File: src/rtl/shift_add_mac_pkg.sv
`default_nettype none
// ============================================================================
// Module   : shift_add_mac_pkg
// Brief    : Shared constants for the shift-and-add multiply-accumulate block:
//            FSM state encodings, default widths and counter-width helper.
// Revision : 1.0  initial release
// ============================================================================
package shift_add_mac_pkg;

    // Default operand and accumulator widths
    localparam int unsigned C_DEF_WIDTH     = 8;
    localparam int unsigned C_DEF_ACC_WIDTH = 20;

    // FSM state encodings
    localparam logic [1:0] C_ST_IDLE = 2'd0;
    localparam logic [1:0] C_ST_MULT = 2'd1;
    localparam logic [1:0] C_ST_ACC  = 2'd2;

    // Step counter must be able to hold the value WIDTH
    function automatic int unsigned cnt_width(input int unsigned width);
        return $clog2(width + 1);
    endfunction

endpackage
`default_nettype wire

File: src/rtl/shift_add_mac_multiplier.sv
`default_nettype none
// ============================================================================
// Module   : shift_add_multiplier
// Brief    : Iterative unsigned shift-and-add multiplier. start loads the
//            operands; each step cycle adds the shifted multiplicand when the
//            current multiplier bit is set. done flags the final step.
// Revision : 1.0  initial release
// ============================================================================
module shift_add_multiplier
    import shift_add_mac_pkg::*;
#(
    parameter int unsigned WIDTH = C_DEF_WIDTH
) (
    input  logic                 clk,
    input  logic                 reset,
    input  logic                 start,
    input  logic                 step,
    input  logic [WIDTH-1:0]     a,
    input  logic [WIDTH-1:0]     b,
    output logic                 done,
    output logic [2*WIDTH-1:0]   product
);

    localparam int unsigned C_CNT_W = cnt_width(WIDTH);
    localparam logic [C_CNT_W-1:0] C_LAST = C_CNT_W'(WIDTH - 1);

    logic [2*WIDTH-1:0] r_mcand;
    logic [WIDTH-1:0]   r_mplier;
    logic [2*WIDTH-1:0] r_product;
    logic [C_CNT_W-1:0] r_count;

    // Load operands on start, otherwise perform one shift-and-add step per step cycle
    always_ff @(posedge clk or negedge reset) begin
        if (!reset) begin
            r_mcand   <= '0;
            r_mplier  <= '0;
            r_product <= '0;
            r_count   <= '0;
        end else if (start) begin
            r_mcand   <= (2*WIDTH)'(a);
            r_mplier  <= b;
            r_product <= '0;
            r_count   <= '0;
        end else if (step) begin
            if (r_mplier[0]) begin
                r_product <= r_product + r_mcand;
            end
            r_mcand  <= r_mcand << 1;
            r_mplier <= r_mplier >> 1;
            r_count  <= r_count + 1'b1;
        end
    end

    // The step taken while the counter sits at WIDTH-1 is the last one
    assign done    = step && (r_count == C_LAST);
    assign product = r_product;

endmodule
`default_nettype wire

File: src/rtl/shift_add_mac.sv
`default_nettype none
// ============================================================================
// Module   : shift_add_mac
// Brief    : Sequential multiply-accumulate stage. Accepts an operand pair via
//            valid/ready, multiplies over WIDTH cycles, adds the product into a
//            wrapping accumulator and raises a sticky overflow flag on carry.
// Revision : 1.0  initial release
// ============================================================================
module shift_add_mac
    import shift_add_mac_pkg::*;
#(
    parameter int unsigned WIDTH     = C_DEF_WIDTH,
    parameter int unsigned ACC_WIDTH = C_DEF_ACC_WIDTH
) (
    input  logic                 clk,
    input  logic                 reset,
    input  logic                 in_valid,
    output logic                 in_ready,
    input  logic [WIDTH-1:0]     a,
    input  logic [WIDTH-1:0]     b,
    input  logic                 clear,
    output logic [ACC_WIDTH-1:0] acc,
    output logic                 out_valid,
    output logic                 overflow,
    output logic                 busy
);

    logic [1:0]           r_state;
    logic [1:0]           w_next_state;
    logic                 w_start;
    logic                 w_step;
    logic                 w_done;
    logic [2*WIDTH-1:0]   w_product;
    logic [ACC_WIDTH:0]   w_sum;
    logic [ACC_WIDTH-1:0] r_acc;
    logic                 r_overflow;
    logic                 r_out_valid;

    assign w_start = in_valid && in_ready;
    assign w_step  = (r_state == C_ST_MULT);

    shift_add_multiplier #(
        .WIDTH   (WIDTH)
    ) u_mult (
        .clk     (clk),
        .reset   (reset),
        .start   (w_start),
        .step    (w_step),
        .a       (a),
        .b       (b),
        .done    (w_done),
        .product (w_product)
    );

    // State register
    always_ff @(posedge clk or negedge reset) begin
        if (!reset) begin
            r_state <= C_ST_IDLE;
        end else begin
            r_state <= w_next_state;
        end
    end

    // Next-state logic: IDLE -> MULT on accept, MULT -> ACC after the last step, ACC -> IDLE
    always_comb begin
        w_next_state = r_state;
        case (r_state)
            C_ST_IDLE: if (in_valid) w_next_state = C_ST_MULT;
            C_ST_MULT: if (w_done)   w_next_state = C_ST_ACC;
            C_ST_ACC:                w_next_state = C_ST_IDLE;
            default:                 w_next_state = C_ST_IDLE;
        endcase
    end

    // Handshake outputs decoded from the current state
    always_comb begin
        in_ready = (r_state == C_ST_IDLE);
        busy     = (r_state != C_ST_IDLE);
    end

    // Extra top bit of the sum captures the carry out of the accumulator
    assign w_sum = {1'b0, r_acc} + (ACC_WIDTH+1)'(w_product);

    // Accumulator, sticky overflow and result strobe; clear only acts while idle
    always_ff @(posedge clk or negedge reset) begin
        if (!reset) begin
            r_acc       <= '0;
            r_overflow  <= 1'b0;
            r_out_valid <= 1'b0;
        end else begin
            r_out_valid <= (r_state == C_ST_ACC);
            if (r_state == C_ST_ACC) begin
                r_acc      <= w_sum[ACC_WIDTH-1:0];
                r_overflow <= r_overflow | w_sum[ACC_WIDTH];
            end else if ((r_state == C_ST_IDLE) && clear) begin
                r_acc      <= '0;
                r_overflow <= 1'b0;
            end
        end
    end

    assign acc       = r_acc;
    assign overflow  = r_overflow;
    assign out_valid = r_out_valid;

endmodule
`default_nettype wire

File: config.mk
export PLATFORM = sky130hd
export DESIGN_NAME = shift_add_mac
export DESIGN_NICKNAME = d
export VERILOG_FILES = /design/src/rtl/shift_add_mac_pkg.sv /design/src/rtl/shift_add_mac_multiplier.sv /design/src/rtl/shift_add_mac.sv
export SDC_FILE = /design/constraint.sdc
export NUM_CORES = 1
export LEC_CHECK = 0
export BUFFER_PORTS_ARGS = -buffer_cell sky130_fd_sc_hd__buf_2
export CAP_MARGIN = 40
export CORE_MARGIN = 2
export CORE_UTILIZATION = 59
export CTS_CLUSTER_DIAMETER = 40
export CTS_CLUSTER_SIZE = 16
export DETAILED_ROUTE_END_ITERATION = 16
export GPL_TIMING_DRIVEN = 0
export PLACE_DENSITY = 0.8
export SLEW_MARGIN = 10
export SYNTH_ARGS = -nofsm -noshare
export SYNTH_HDL_FRONTEND = slang
export SYNTH_SLANG_ARGS = --single-unit
File: constraint.sdc
create_clock -name clk -period 3.6 [get_ports clk]
set_clock_uncertainty 0.2 [all_clocks]
set_input_delay 0.18 -clock clk [delete_from_list [all_inputs] [get_ports clk]]
set_output_delay 0.18 -clock clk [all_outputs]
set_load 0.01 [all_outputs]
==> Yosys cells after proc, flatten, opt, wreduce, memory -nomap -nowiden <==
Index checks and enable logic that the tools add are counted.
{ "word_totals": {"ff_bits": 68, "input_bits": 20, "output_inout_bits": 24, "word_cells": 43} }
{ "classes": {"add_sub_neg": 3, "n_eq_ne": 5, "mux": 16, "n_bitwise": 1, "n_reduce_logical": 10} }
{ "op_table": {"columns": ["cell", "n"], "rows": [
  ["$mux 16", 5],
  ["$mux 20", 2],
  ["$add 20x16->21", 1],
  ["$add 16x16->16", 1],
  ["$mux 8", 2],
  ["$mux 4", 2],
  ["$reduce_bool 2->1", 4],
  ["$add 4x1->4 const B", 1],
  ["$eq 4x3->1 const B", 1],
  ["$mux 2", 2],
  ["$ne 2x2->1 const B", 2],
  ["$pmux 2 s2", 1],
  ["$reduce_and 2->1", 2],
  ["$logic_and 1x1->1", 3],
  ["$eq 2x1->1 const B", 1],
  ["$eq 2x2->1 const B", 1],
  ["$logic_not 2->1", 1],
  ["$mux 1", 2],
  ["$or 1x1->1", 1]
]} }

==> Logic depth before layout (Yosys ltp) <==
Gate-level depths: netlist of the first run.
{ "depth": {"ltp_word": 4, "depth_mapped": 9, "ltp_nobuf": 9} }

==> Hierarchy <==
A second synthesis of the first run with hierarchy kept.
{ "hier_totals": {"hier_cells": 441, "hier_area_um2": 4226.6} }
{ "modules_own_cells": {"columns": ["mod", "instances", "cells_each", "area_per_inst_um2", "seq_area_each_um2"], "rows": [
  ["shift_add_multiplier", 1, 277, 2602.5, 1101.1],
  ["shift_add_mac", 1, 164, 1624.1, 600.6]
]} }

==> Worst setup path before layout of the first run <==
Ideal clock, no wire load.
{ "synth_timing": {"kind": "register to register", "startpoint": "register r_acc[0] (netlist: acc[0])", "endpoint": "register r_acc[14] (netlist: acc[14])", "setup_ns": 0.131, "arrival_ns": 2.312, "t_required_ns": 3.269, "slack_ns": 0.957, "path_stages_with_launch": 10, "path_buffers": 1, "synth_period_minus_slack_ns": 2.643, "path_cell_list": "dfrtp_1 ha_1 fa_1 a21o_1 a21o_4 a221oi_2 o31a_1 buf_6 nor4_1 or3_1"} }
{ "synth_via": {"elab_chain_len": 2} }
{ "synth_rtl": {"columns": ["item", "line_no", "rtl"], "rows": [
  ["start, declared", "shift_add_mac.sv:35", "logic [ACC_WIDTH-1:0] r_acc;"],
  ["start signal, assigned", "shift_add_mac.sv:93", "r_acc <= w_sum[ACC_WIDTH-1:0];"],
  ["$add 20x16->21", "shift_add_mac.sv:82", "assign w_sum = {1'b0, r_acc} + (ACC_WIDTH+1)'(w_product);"],
  ["$mux 20", "shift_add_mac.sv:92", "if (r_state == C_ST_ACC) begin"]
]} }
Every way passes these cells.
A chain may end at the register's enable or synchronous reset.

==> Final worst setup path of the first run <==
Ends and elaborated chain as after synthesis.

==> impl_metrics.prom, run 1 <==
# TYPE chip_impl_metric gauge
chip_impl_metric{name="max_freq",unit="GHz"} 0.3564
chip_impl_metric{name="synth_area_in_compound_gates",unit="%"} 23.09
chip_impl_info{name="startpoint_type",value="flop"} 1
chip_impl_metric{name="die_w",unit="microns"} 89.03
chip_impl_metric{name="post_synthesis_net_count",unit=""} 539
chip_impl_info{name="min-delay-path-class",value="in -> reg"} 1
chip_impl_info{name="grt_setup_unrepaired",value="false"} 1
chip_impl_metric{name="highest_fanout_seen_on_the_critical_path",unit=""} 10
chip_impl_metric{name="muxShareOfSynthArea",unit="%"} 1.408
chip_impl_metric{name="initialDrtViolationCount",unit=""} 228
chip_impl_metric{name="global_route.usage.met2",unit="%"} 44.44
chip_impl_metric{name="gr-usage-met3",unit="%"} 3.786
chip_impl_metric{name="grt_antenna_before_repair",unit=""} 0
chip_impl_metric{name="unique_cell_type_count_in_the_yosys_netlist",unit=""} 51
chip_impl_metric{name="initial_utilization",unit="%"} 61.76
chip_impl_metric{name="drive_above_1_share",unit="%"} 11.74
chip_impl_metric{name="grt_max_degree",unit=""} 69
chip_impl_metric{name="grt_pass1_vias",unit=""} 3628
chip_impl_metric{name="ys_async_sr_fraction",unit="%"} 100.0
chip_impl_metric{name="worstMarginPinSlew",unit="ns"} 0.7334
chip_impl_metric{name="first_pass_iters",unit=""} 5
chip_impl_metric{name="final_design_area_no_fill",unit="sq um"} 5016
chip_impl_metric{name="fp.coreArea",unit="sq um"} 6907
chip_impl_metric{name="synth-edff-count",unit=""} 0
chip_impl_metric{name="ys_seq_elements",unit=""} 68
chip_impl_metric{name="post_route_wl",unit="microns"} 9790
chip_impl_metric{name="post_synth_instance_area",unit="sq um"} 4265
chip_impl_metric{name="drt.antenna.violating_nets",unit=""} 0
chip_impl_metric{name="fin_crit_sh",unit="%"} 77.94
chip_impl_info{name="end_kind",value="flop"} 1
chip_impl_metric{name="globalplace.congestion",unit=""} 0.9055
chip_impl_metric{name="design_power_total",unit="mW"} 3.816
chip_impl_metric{name="cts.sink_count",unit=""} 68
chip_impl_metric{name="cts-buffers-inserted",unit=""} 9
chip_impl_metric{name="placed_cells",unit=""} 625
chip_impl_metric{name="cp_data_arrival_time",unit="ns"} 2.83
chip_impl_metric{name="placed_standard_cell_area",unit="sq um"} 4631
chip_impl_metric{name="drc",unit=""} 0
chip_impl_info{name="tritoncts",value="built"} 1
chip_impl_metric{name="use_met1",unit="%"} 35.87
chip_impl_info{name="grt_most_used_layer",value="met2"} 1
chip_impl_metric{name="gr_overflow_total",unit=""} 0
chip_impl_metric{name="post_synth_and_or_nand_nor_area_fraction",unit="%"} 18.95
chip_impl_metric{name="setup_viol_count_final",unit=""} 0
chip_impl_metric{name="grt_pass1_wl",unit="microns"} 16660
chip_impl_info{name="crit_type",value="reg -> reg"} 1
chip_impl_info{name="status",value="finished, final reports clean"} 1
chip_impl_metric{name="timing.critical_path.required",unit="ns"} 3.62
chip_impl_metric{name="antenna_diode_count",unit=""} 0
chip_impl_info{name="cp_top_family",value="compound AO/OA/AOI/OAI gates"} 1
chip_impl_metric{name="cp_num_buf_inv",unit=""} 1
chip_impl_metric{name="power.leakage",unit="nW"} 2.468
chip_impl_metric{name="detailed_place_hpwl",unit="microns"} 7215
chip_impl_info{name="synth_top_family_by_area",value="compound AO/OA/AOI/OAI gates"} 1
chip_impl_info{name="clock_tree.root_cell",value="sky130_fd_sc_hd__clkbuf_8"} 1
chip_impl_metric{name="maxSlewHeadroom",unit="%"} 51.01
chip_impl_metric{name="seq_area_frac_synth",unit="%"} 39.89
chip_impl_metric{name="clkLatencyLatePin",unit="ns"} 0.34
chip_impl_metric{name="synthesis.instances",unit=""} 485
chip_impl_info{name="crit_path_top_delay_cell",value="sky130_fd_sc_hd__fa_1"} 1
chip_impl_metric{name="post-cts-setup-buffer-count",unit=""} 0
chip_impl_metric{name="critical_path.max_stage_delay",unit="ns"} 0.42
chip_impl_metric{name="die_h",unit="microns"} 89.03
chip_impl_metric{name="cts-root-to-sink-buffers",unit=""} 2
chip_impl_info{name="worstPathCellList",value="ha_1 > fa_1 > a21o_1 > a21o_4 > a221oi_2 > o31a_1 > buf_6 > nor4_1 > or3_1"} 1
chip_impl_metric{name="io_buffer_count",unit=""} 43
chip_impl_metric{name="powerDensity",unit="nW/um^2"} 760.7
chip_impl_metric{name="post_synth_xor_area_fraction",unit="%"} 3.491
chip_impl_metric{name="finish.cell_count_without_fillers",unit=""} 658
chip_impl_metric{name="avgRoutedWirePerCell",unit="microns"} 14.88
chip_impl_metric{name="syn2layout_area_growth",unit="%"} 17.60
chip_impl_metric{name="grtUsageTotal",unit="%"} 26.83
chip_impl_metric{name="average_size_of_a_mapped_cell",unit="sq um"} 8.795
chip_impl_metric{name="fp.dieArea",unit="sq um"} 7925
chip_impl_metric{name="slew_violations",unit=""} 0
chip_impl_metric{name="fin_tns_setup",unit="ns"} 0
chip_impl_metric{name="max-vdd-ir-drop",unit="mV"} 0.4155
chip_impl_metric{name="postCtsResizedCells",unit=""} 0
chip_impl_metric{name="maxCapViolations",unit=""} 0
chip_impl_metric{name="num-nets-final",unit=""} 611
chip_impl_metric{name="rows",unit=""} 30
chip_impl_metric{name="path_clk_slew",unit="ns"} 0.08
chip_impl_metric{name="timing.final.hold_violations",unit=""} 0
chip_impl_metric{name="num_vias",unit=""} 3868
chip_impl_metric{name="yosysWarningCount",unit=""} 0
chip_impl_metric{name="drt-vias-per-instance",unit=""} 5.878
chip_impl_metric{name="cts_htree_levels",unit=""} 3
chip_impl_metric{name="finalCriticalPeriod",unit="ns"} 2.806
chip_impl_metric{name="ioPinCount",unit=""} 44
chip_impl_info{name="postSynth.topFlopCell",value="sky130_fd_sc_hd__dfrtp_1"} 1
chip_impl_metric{name="synthAdderAreaFrac",unit="%"} 10.33
[cells in the final DEF, fill, tap and decap left out, types with 17 or more instances in the layout]
cell type                       instances
sky130_fd_sc_hd__ha_1                  32
sky130_fd_sc_hd__buf_2                 43
sky130_fd_sc_hd__dfrtp_1               68
sky130_fd_sc_hd__nor2_1                20
sky130_fd_sc_hd__dlygate4sd3_1         17
sky130_fd_sc_hd__o21ai_0               46
sky130_fd_sc_hd__a21oi_1               26
sky130_fd_sc_hd__clkbuf_1              17
sky130_fd_sc_hd__nand3_1               20
sky130_fd_sc_hd__nand2_1               97
[power by group]
group	switching [mW]	internal (mW)
clock	0.300	0.387
sequential	0.235	1.02
combinational	1.13	0.734
[cell families after synthesis]
kind of cell	after synthesis
XOR/XNOR	17
flip-flops	68
AO/OA/AOI/OAI	150
multiplexers	6
AND/OR/NAND/NOR	180
adder cells (fa/ha/maj)	34
buffers and inverters	30
[through the flow]
step           setup slack (ns)  util (%)  hold slack [ns]
5_1_grt                  0.6695     72.63           0.1507
3_5_place_dp             0.8416     67.05         0.008629
3_3_place_gp             0.8727     66.61           0.1700
2_1_floorplan            0.9572         -          -0.3156
4_1_cts                  0.7871     72.63          0.08659
6_report                 0.7940     72.63          0.08903
[synth_stat cells, types with 3 or more instances]
master,instances,share of area (%)
sky130_fd_sc_hd__and2_1,6,0.88
sky130_fd_sc_hd__xor2_1,8,1.6
sky130_fd_sc_hd__nor3_1,8,0.94
sky130_fd_sc_hd__nand4_1,6,0.88
sky130_fd_sc_hd__nand3_1,20,2.3
sky130_fd_sc_hd__o31a_1,3,0.62
sky130_fd_sc_hd__a21oi_1,26,3.1
sky130_fd_sc_hd__inv_1,11,0.97
sky130_fd_sc_hd__nand2_1,97,8.5
sky130_fd_sc_hd__o21a_1,4,0.70
sky130_fd_sc_hd__nor4_1,3,0.44
sky130_fd_sc_hd__a22oi_1,13,2.3
sky130_fd_sc_hd__o21bai_1,7,1.2
sky130_fd_sc_hd__nand2b_1,4,0.59
sky130_fd_sc_hd__o31ai_1,4,0.70
sky130_fd_sc_hd__a211oi_1,7,1.2
sky130_fd_sc_hd__clkbuf_1,17,1.5
sky130_fd_sc_hd__a21o_1,12,2.1
sky130_fd_sc_hd__a22o_1,6,1.2
sky130_fd_sc_hd__and3_1,6,0.88
sky130_fd_sc_hd__o21ai_0,46,5.4
sky130_fd_sc_hd__mux2i_1,6,1.4
sky130_fd_sc_hd__ha_1,32,9.4
sky130_fd_sc_hd__dfrtp_1,68,40
sky130_fd_sc_hd__o211ai_1,3,0.53
sky130_fd_sc_hd__xnor2_1,9,1.8
sky130_fd_sc_hd__nor2_1,20,1.8
[layer usage]
layer  up-vias  routed length (microns)
li1       1920                        -
met1      1824                     4538
met2       104                     4658
met3        20                      352
met4         0                      240
met5         -                        0
[final cells by class]
type | instances | area (sq um)
clock inverter | 7 | 91.34
sequential | 68 | 1702
inverter | 11 | 41.29
fill | 567 | 1891
multi-input combinational | 387 | 2442
tap | 96 | 120.1
clock buffer | 9 | 123.9
buffer | 19 | 80.08
timing repair buffer | 61 | 415.4
[tightest hold or removal path, delay by kind of cell]
kind	cells	cell delay [ns]
and+or+nand+nor	2	0.33
buffers and inverters	1	0.09
[final timing paths]
path,startpoint,end,slack (ns),cells after the start
worst max-delay path,acc[0]$_DFFE_PN0P_,acc[14]$_DFFE_PN0P_,0.79,9
worst min-delay path,in_valid,r_state[0]$_DFFE_PN0P_,0.09,3
worst max register to register,acc[0]$_DFFE_PN0P_,acc[14]$_DFFE_PN0P_,0.79,9
worst min register to register,u_mult.r_count[3]$_DFFE_PN0P_,r_state[1]$_DFFE_PN0P_,0.27,1
max in group asynchronous,reset,u_mult.r_count[0]$_DFFE_PN0P_,2.74,3
min in group asynchronous,reset,acc[2]$_DFFE_PN0P_,0.18,3
[state kept, by name, indices dropped and copies added (netlist names)]
name / count
overflow: 1
out_valid: 1
u_mult.product: 16
r_state: 2
u_mult.r_mplier: 8
u_mult.r_count: 4
acc: 20
u_mult.r_mcand: 16
[timing repair]
item | in CTS | in global routing
endpoints found under the setup margin | 0 | 0
hold endpoints to repair | 84 | 0
hold buffers | 17 | 0
Power figures use the tool's default switching activity.
==> run 2, diff against run 1 <==
--- a/config.mk
+++ b/config.mk
@@ -5,15 +5,16 @@
 export SDC_FILE = /design/constraint.sdc
 export NUM_CORES = 1
 export LEC_CHECK = 0
+export ABC_AREA = 1
 export BUFFER_PORTS_ARGS = -buffer_cell sky130_fd_sc_hd__buf_2
 export CAP_MARGIN = 40
 export CORE_MARGIN = 2
-export CORE_UTILIZATION = 59
+export CORE_UTILIZATION = 54
 export CTS_CLUSTER_DIAMETER = 40
 export CTS_CLUSTER_SIZE = 16
 export DETAILED_ROUTE_END_ITERATION = 16
 export GPL_TIMING_DRIVEN = 0
-export PLACE_DENSITY = 0.8
+export PLACE_DENSITY = 0.77
 export SLEW_MARGIN = 10
 export SYNTH_ARGS = -nofsm -noshare
 export SYNTH_HDL_FRONTEND = slang
==> constraint.sdc (replaced) <==
create_clock -name clk -period 2.4 [get_ports clk]
set_clock_uncertainty 0.2 [all_clocks]
set_input_delay 0.12 -clock clk [delete_from_list [all_inputs] [get_ports clk]]
set_output_delay 0.12 -clock clk [all_outputs]
set_load 0.01 [all_outputs]
==> run 2 against run 1 <==
Net effect: largest power group unchanged; setup slack worse by 0.71 ns; utilization shrank 7.2 points; critical endpoint is now acc[16]$_DFFE_PN0P_; die area rose by 17%; combinational power is 65% higher; non-clock buffer count is 9 lower; final cell count is 28% higher; synthesized cell count grew 35%; count of clock-buffer cells in the layout did not move; sequential share of layout area shrank 2.4 points.
==> impl_metrics.prom, run 2 <==
# TYPE chip_impl_metric gauge
chip_impl_metric{name="drt-vias-per-instance",unit=""} 5.263
chip_impl_metric{name="fin_tns_setup",unit="ns"} 0
chip_impl_metric{name="clkLatencyLatePin",unit="ns"} 0.36
chip_impl_metric{name="portion_of_total_power_attributed_to_the_clock_network",unit="%"} 17.6
chip_impl_info{name="final_common_cell",value="sky130_fd_sc_hd__nand2_1"} 1
chip_impl_metric{name="timing.reg2reg.setup_slack",unit="ns"} 0.09
chip_impl_metric{name="globalplace.congestion",unit=""} 0.9051
chip_impl_metric{name="drt.antenna.violating_nets",unit=""} 0
chip_impl_metric{name="final.setup.worst_slack",unit="ns"} 0.08590
chip_impl_metric{name="timing.critical_path.required",unit="ns"} 2.46
chip_impl_info{name="synthTopCellsByArea",value="sky130_fd_sc_hd__dfrtp_1 (37%), sky130_fd_sc_hd__nand2_1 (21%), sky130_fd_sc_hd__ha_1 (8.7%)"} 1
chip_impl_info{name="worstPathCellList",value="ha_1 > fa_2 > nand3_1 > nand3_1 > nand2_1 > nand2_1 > nand2_1 > nand2_1 > nand2_1 > nand2_1 > nand2_1 > inv_1"} 1
chip_impl_metric{name="grt_antenna_before_repair",unit=""} 0
chip_impl_metric{name="fin_crit_sh",unit="%"} 96.42
chip_impl_metric{name="yosysWarningCount",unit=""} 0
chip_impl_metric{name="power.leakage",unit="nW"} 3.088
chip_impl_metric{name="max_freq",unit="GHz"} 0.4321
chip_impl_info{name="clock_tree.root_cell",value="sky130_fd_sc_hd__clkbuf_8"} 1
chip_impl_info{name="cp_top_family",value="simple AND/OR/NAND/NOR gates"} 1
chip_impl_info{name="synth.top_cells.by_count",value="sky130_fd_sc_hd__nand2_1 (261), sky130_fd_sc_hd__inv_1 (93), sky130_fd_sc_hd__dfrtp_1 (68)"} 1
chip_impl_metric{name="cts_htree_levels",unit=""} 3
chip_impl_metric{name="antenna_diode_count",unit=""} 0
chip_impl_metric{name="critical_path.max_stage_delay",unit="ns"} 0.44
chip_impl_metric{name="initial_utilization",unit="%"} 55.83
chip_impl_metric{name="fp.coreArea",unit="sq um"} 8258
chip_impl_info{name="postSynth.topFlopCell",value="sky130_fd_sc_hd__dfrtp_1"} 1
chip_impl_info{name="grt_setup_unrepaired",value="false"} 1
chip_impl_metric{name="avgRoutedWirePerCell",unit="microns"} 13.42
chip_impl_metric{name="worstMarginPinSlew",unit="ns"} 0.6334
chip_impl_metric{name="ioPinCount",unit=""} 44
chip_impl_info{name="tritoncts",value="built"} 1
chip_impl_info{name="crit_type",value="reg -> reg"} 1
chip_impl_info{name="crit_top_cell",value="sky130_fd_sc_hd__nand2_1"} 1
chip_impl_metric{name="die_w",unit="microns"} 96.40
chip_impl_metric{name="drc",unit=""} 0
chip_impl_metric{name="grtUsageTotal",unit="%"} 26.43
chip_impl_metric{name="highest_fanout_seen_on_the_critical_path",unit=""} 4
chip_impl_metric{name="setup_viol_count_final",unit=""} 0
chip_impl_info{name="min-delay-path-class",value="in -> async"} 1
chip_impl_metric{name="powerDensity",unit="nW/um^2"} 1119
chip_impl_metric{name="initialDrtViolationCount",unit=""} 199
chip_impl_metric{name="synth-edff-count",unit=""} 0
chip_impl_metric{name="grt_pass1_wl",unit="microns"} 19070
chip_impl_metric{name="worst_hold_slack",unit="ns"} 0.06718
chip_impl_metric{name="seq_area_frac_synth",unit="%"} 36.91
chip_impl_metric{name="rows",unit=""} 33
chip_impl_metric{name="cp_data_arrival_time",unit="ns"} 2.38
chip_impl_metric{name="die_h",unit="microns"} 96.40
chip_impl_info{name="startpoint_type",value="flop"} 1
chip_impl_metric{name="max-vdd-ir-drop",unit="mV"} 0.5176
chip_impl_metric{name="cts-root-to-sink-buffers",unit=""} 2
chip_impl_info{name="most-common-layout-cells",value="sky130_fd_sc_hd__nand2_1 (261), sky130_fd_sc_hd__inv_1 (93), sky130_fd_sc_hd__dfrtp_1 (68)"} 1
chip_impl_metric{name="sw_frac_of_total",unit="%"} 46.21
chip_impl_metric{name="grt_pass1_vias",unit=""} 4296
chip_impl_metric{name="drive_above_1_share",unit="%"} 11.14
chip_impl_metric{name="cp_num_buf_inv",unit=""} 1
chip_impl_metric{name="syn2layout_area_growth",unit="%"} 17.18
chip_impl_metric{name="finish.cell_count_without_fillers",unit=""} 841
chip_impl_metric{name="num-nets-final",unit=""} 786
chip_impl_info{name="crit_path_top_delay_cell",value="sky130_fd_sc_hd__dfrtp_1"} 1
chip_impl_metric{name="io_buffer_count",unit=""} 43
chip_impl_metric{name="placed_cells",unit=""} 806
chip_impl_metric{name="synthesis.instances",unit=""} 657
chip_impl_metric{name="maxSlewHeadroom",unit="%"} 57.63
chip_impl_metric{name="cts.sink_count",unit=""} 68
chip_impl_info{name="synthMostInstantiatedCell",value="sky130_fd_sc_hd__nand2_1"} 1
chip_impl_metric{name="grt_max_degree",unit=""} 55
chip_impl_metric{name="fp.dieArea",unit="sq um"} 9293
chip_impl_metric{name="cts-buffers-inserted",unit=""} 9
chip_impl_metric{name="detailed_place_hpwl",unit="microns"} 8519
chip_impl_metric{name="path_clk_slew",unit="ns"} 0.08
chip_impl_metric{name="num_vias",unit=""} 4426
chip_impl_metric{name="timing.final.hold_violations",unit=""} 0
chip_impl_metric{name="gr_overflow_total",unit=""} 0
chip_impl_metric{name="ys_async_sr_fraction",unit="%"} 100.0
chip_impl_metric{name="post_synth_instance_area",unit="sq um"} 4611
chip_impl_metric{name="share_comb_of_total_power",unit="%"} 51.2
chip_impl_metric{name="slew_violations",unit=""} 0
chip_impl_metric{name="unique_cell_type_count_in_the_yosys_netlist",unit=""} 34
chip_impl_metric{name="netlist.area_leader.share",unit="%"} 36.91
chip_impl_info{name="end_kind",value="flop"} 1
chip_impl_metric{name="maxCapViolations",unit=""} 0
chip_impl_metric{name="post_route_wl",unit="microns"} 11290
chip_impl_metric{name="first_pass_iters",unit=""} 7
chip_impl_metric{name="internal_power_of_the_cells",unit="mW"} 3.251
chip_impl_metric{name="post_synthesis_net_count",unit=""} 711
chip_impl_metric{name="average_size_of_a_mapped_cell",unit="sq um"} 7.018
chip_impl_metric{name="ys_seq_elements",unit=""} 68
chip_impl_metric{name="sequential_cell_fraction_of_total_power",unit="%"} 31.2
chip_impl_metric{name="total_switching_power",unit="mW"} 2.793
chip_impl_info{name="netlist.top_cell.by_area",value="sky130_fd_sc_hd__dfrtp_1"} 1
chip_impl_metric{name="flip_flop_count_of_the_largest_register_all_copies_and_words_added",unit=""} 20
chip_impl_metric{name="dp_slack",unit="ns"} 0.07883
chip_impl_metric{name="finalCriticalPeriod",unit="ns"} 2.314
chip_impl_info{name="status",value="finished, final reports clean"} 1
-- run 2: timing repair --
item	in CTS	in global routing
hold buffers	20	0
setup buffers	0	0
gates resized for setup	0	1
endpoints found under the setup margin	0	1
endpoints found under the hold margin	88	0
-- run 2: final timing paths --
path	startpoint	to	depth (start not counted)
max	u_mult.product[0]$_DFFE_PN0P_	acc[16]$_DFFE_PN0P_	12
min	reset	acc[1]$_DFFE_PN0P_	3
max reg2reg	u_mult.product[0]$_DFFE_PN0P_	acc[16]$_DFFE_PN0P_	12
min reg2reg	u_mult.r_mplier[6]$_DFFE_PN0P_	u_mult.r_mplier[6]$_DFFE_PN0P_	2
max in group asynchronous	reset	acc[15]$_DFFE_PN0P_	3
min in group clk	u_mult.r_mplier[6]$_DFFE_PN0P_	u_mult.r_mplier[6]$_DFFE_PN0P_	2
-- run 2: power by group through the flow --
| stage | logic [mW] | registers, mW | clock network [mW] |
|---|---|---|---|
| floorplan | 2.31 | 1.81 | 0 |
| detailed placement | 3.00 | 1.90 | 0 |
| global placement | 2.91 | 1.88 | 0 |
| CTS | 3.07 | 1.88 | 1.07 |
| global route | 3.50 | 1.93 | 1.12 |
| finish | 3.09 | 1.89 | 1.06 |
-- run 2: logic make-up (layout without fill, tap and decap cells) --
family | count (synthesis) | in the layout | share of synthesized area, %
adders and majority gates | 34 | 34 | 9.552
DFF | 68 | 68 | 36.91
buffers and inverters | 108 | 187 | 9.444
and+or+nand+nor | 365 | 365 | 33.46
AOI/OAI and AO/OA | 78 | 78 | 9.878
xor gates and xnor gates | 4 | 4 | 0.7600
-- run 2: worst register-to-register path, cell delays in order (launching register included) --
cell and delay [ns]:
sky130_fd_sc_hd__dfrtp_1 0.44, sky130_fd_sc_hd__ha_1 0.26, sky130_fd_sc_hd__fa_2 0.39, sky130_fd_sc_hd__nand3_1 0.08, sky130_fd_sc_hd__nand3_1 0.16, sky130_fd_sc_hd__nand2_1 0.10, sky130_fd_sc_hd__nand2_1 0.13, sky130_fd_sc_hd__nand2_1 0.10
sky130_fd_sc_hd__nand2_1 0.11, sky130_fd_sc_hd__nand2_1 0.10, sky130_fd_sc_hd__nand2_1 0.05, sky130_fd_sc_hd__nand2_1 0.07, sky130_fd_sc_hd__inv_1 0.04
-- run 2: layer usage --
metal / up-vias / GRT usage (%) / share of wire, %
met5: - / 0 / 0
met4: 0 / 10.56 / 2.4
met3: 22 / 2.948 / 3.9
met2: 110 / 47.34 / 49
met1: 2041 / 32.45 / 45
li1: 2253 / - / -
-- run 2: final cells by class --
cell class | instances | area [sq um]
Clock buffer | 9 | 123.9
Buffer | 7 | 48.80
Tap cell | 105 | 131.4
Sequential cell | 68 | 1702
Fill cell | 708 | 2855
Multi-Input combinational cell | 481 | 2476
Inverter | 101 | 386.6
Clock inverter | 6 | 88.84
Timing Repair Buffer | 64 | 445.4
-- run 2: metrics by stage --
stage	cell area, sq um	util, %	total power, mW
after floorplan	4611	-	4.115
after global placement	4957	60.03	4.782
after detailed placement	4987	60.39	4.894
after CTS	5400	65.39	6.018
after global routing	5403	65.42	6.548
final	5403	65.42	6.044
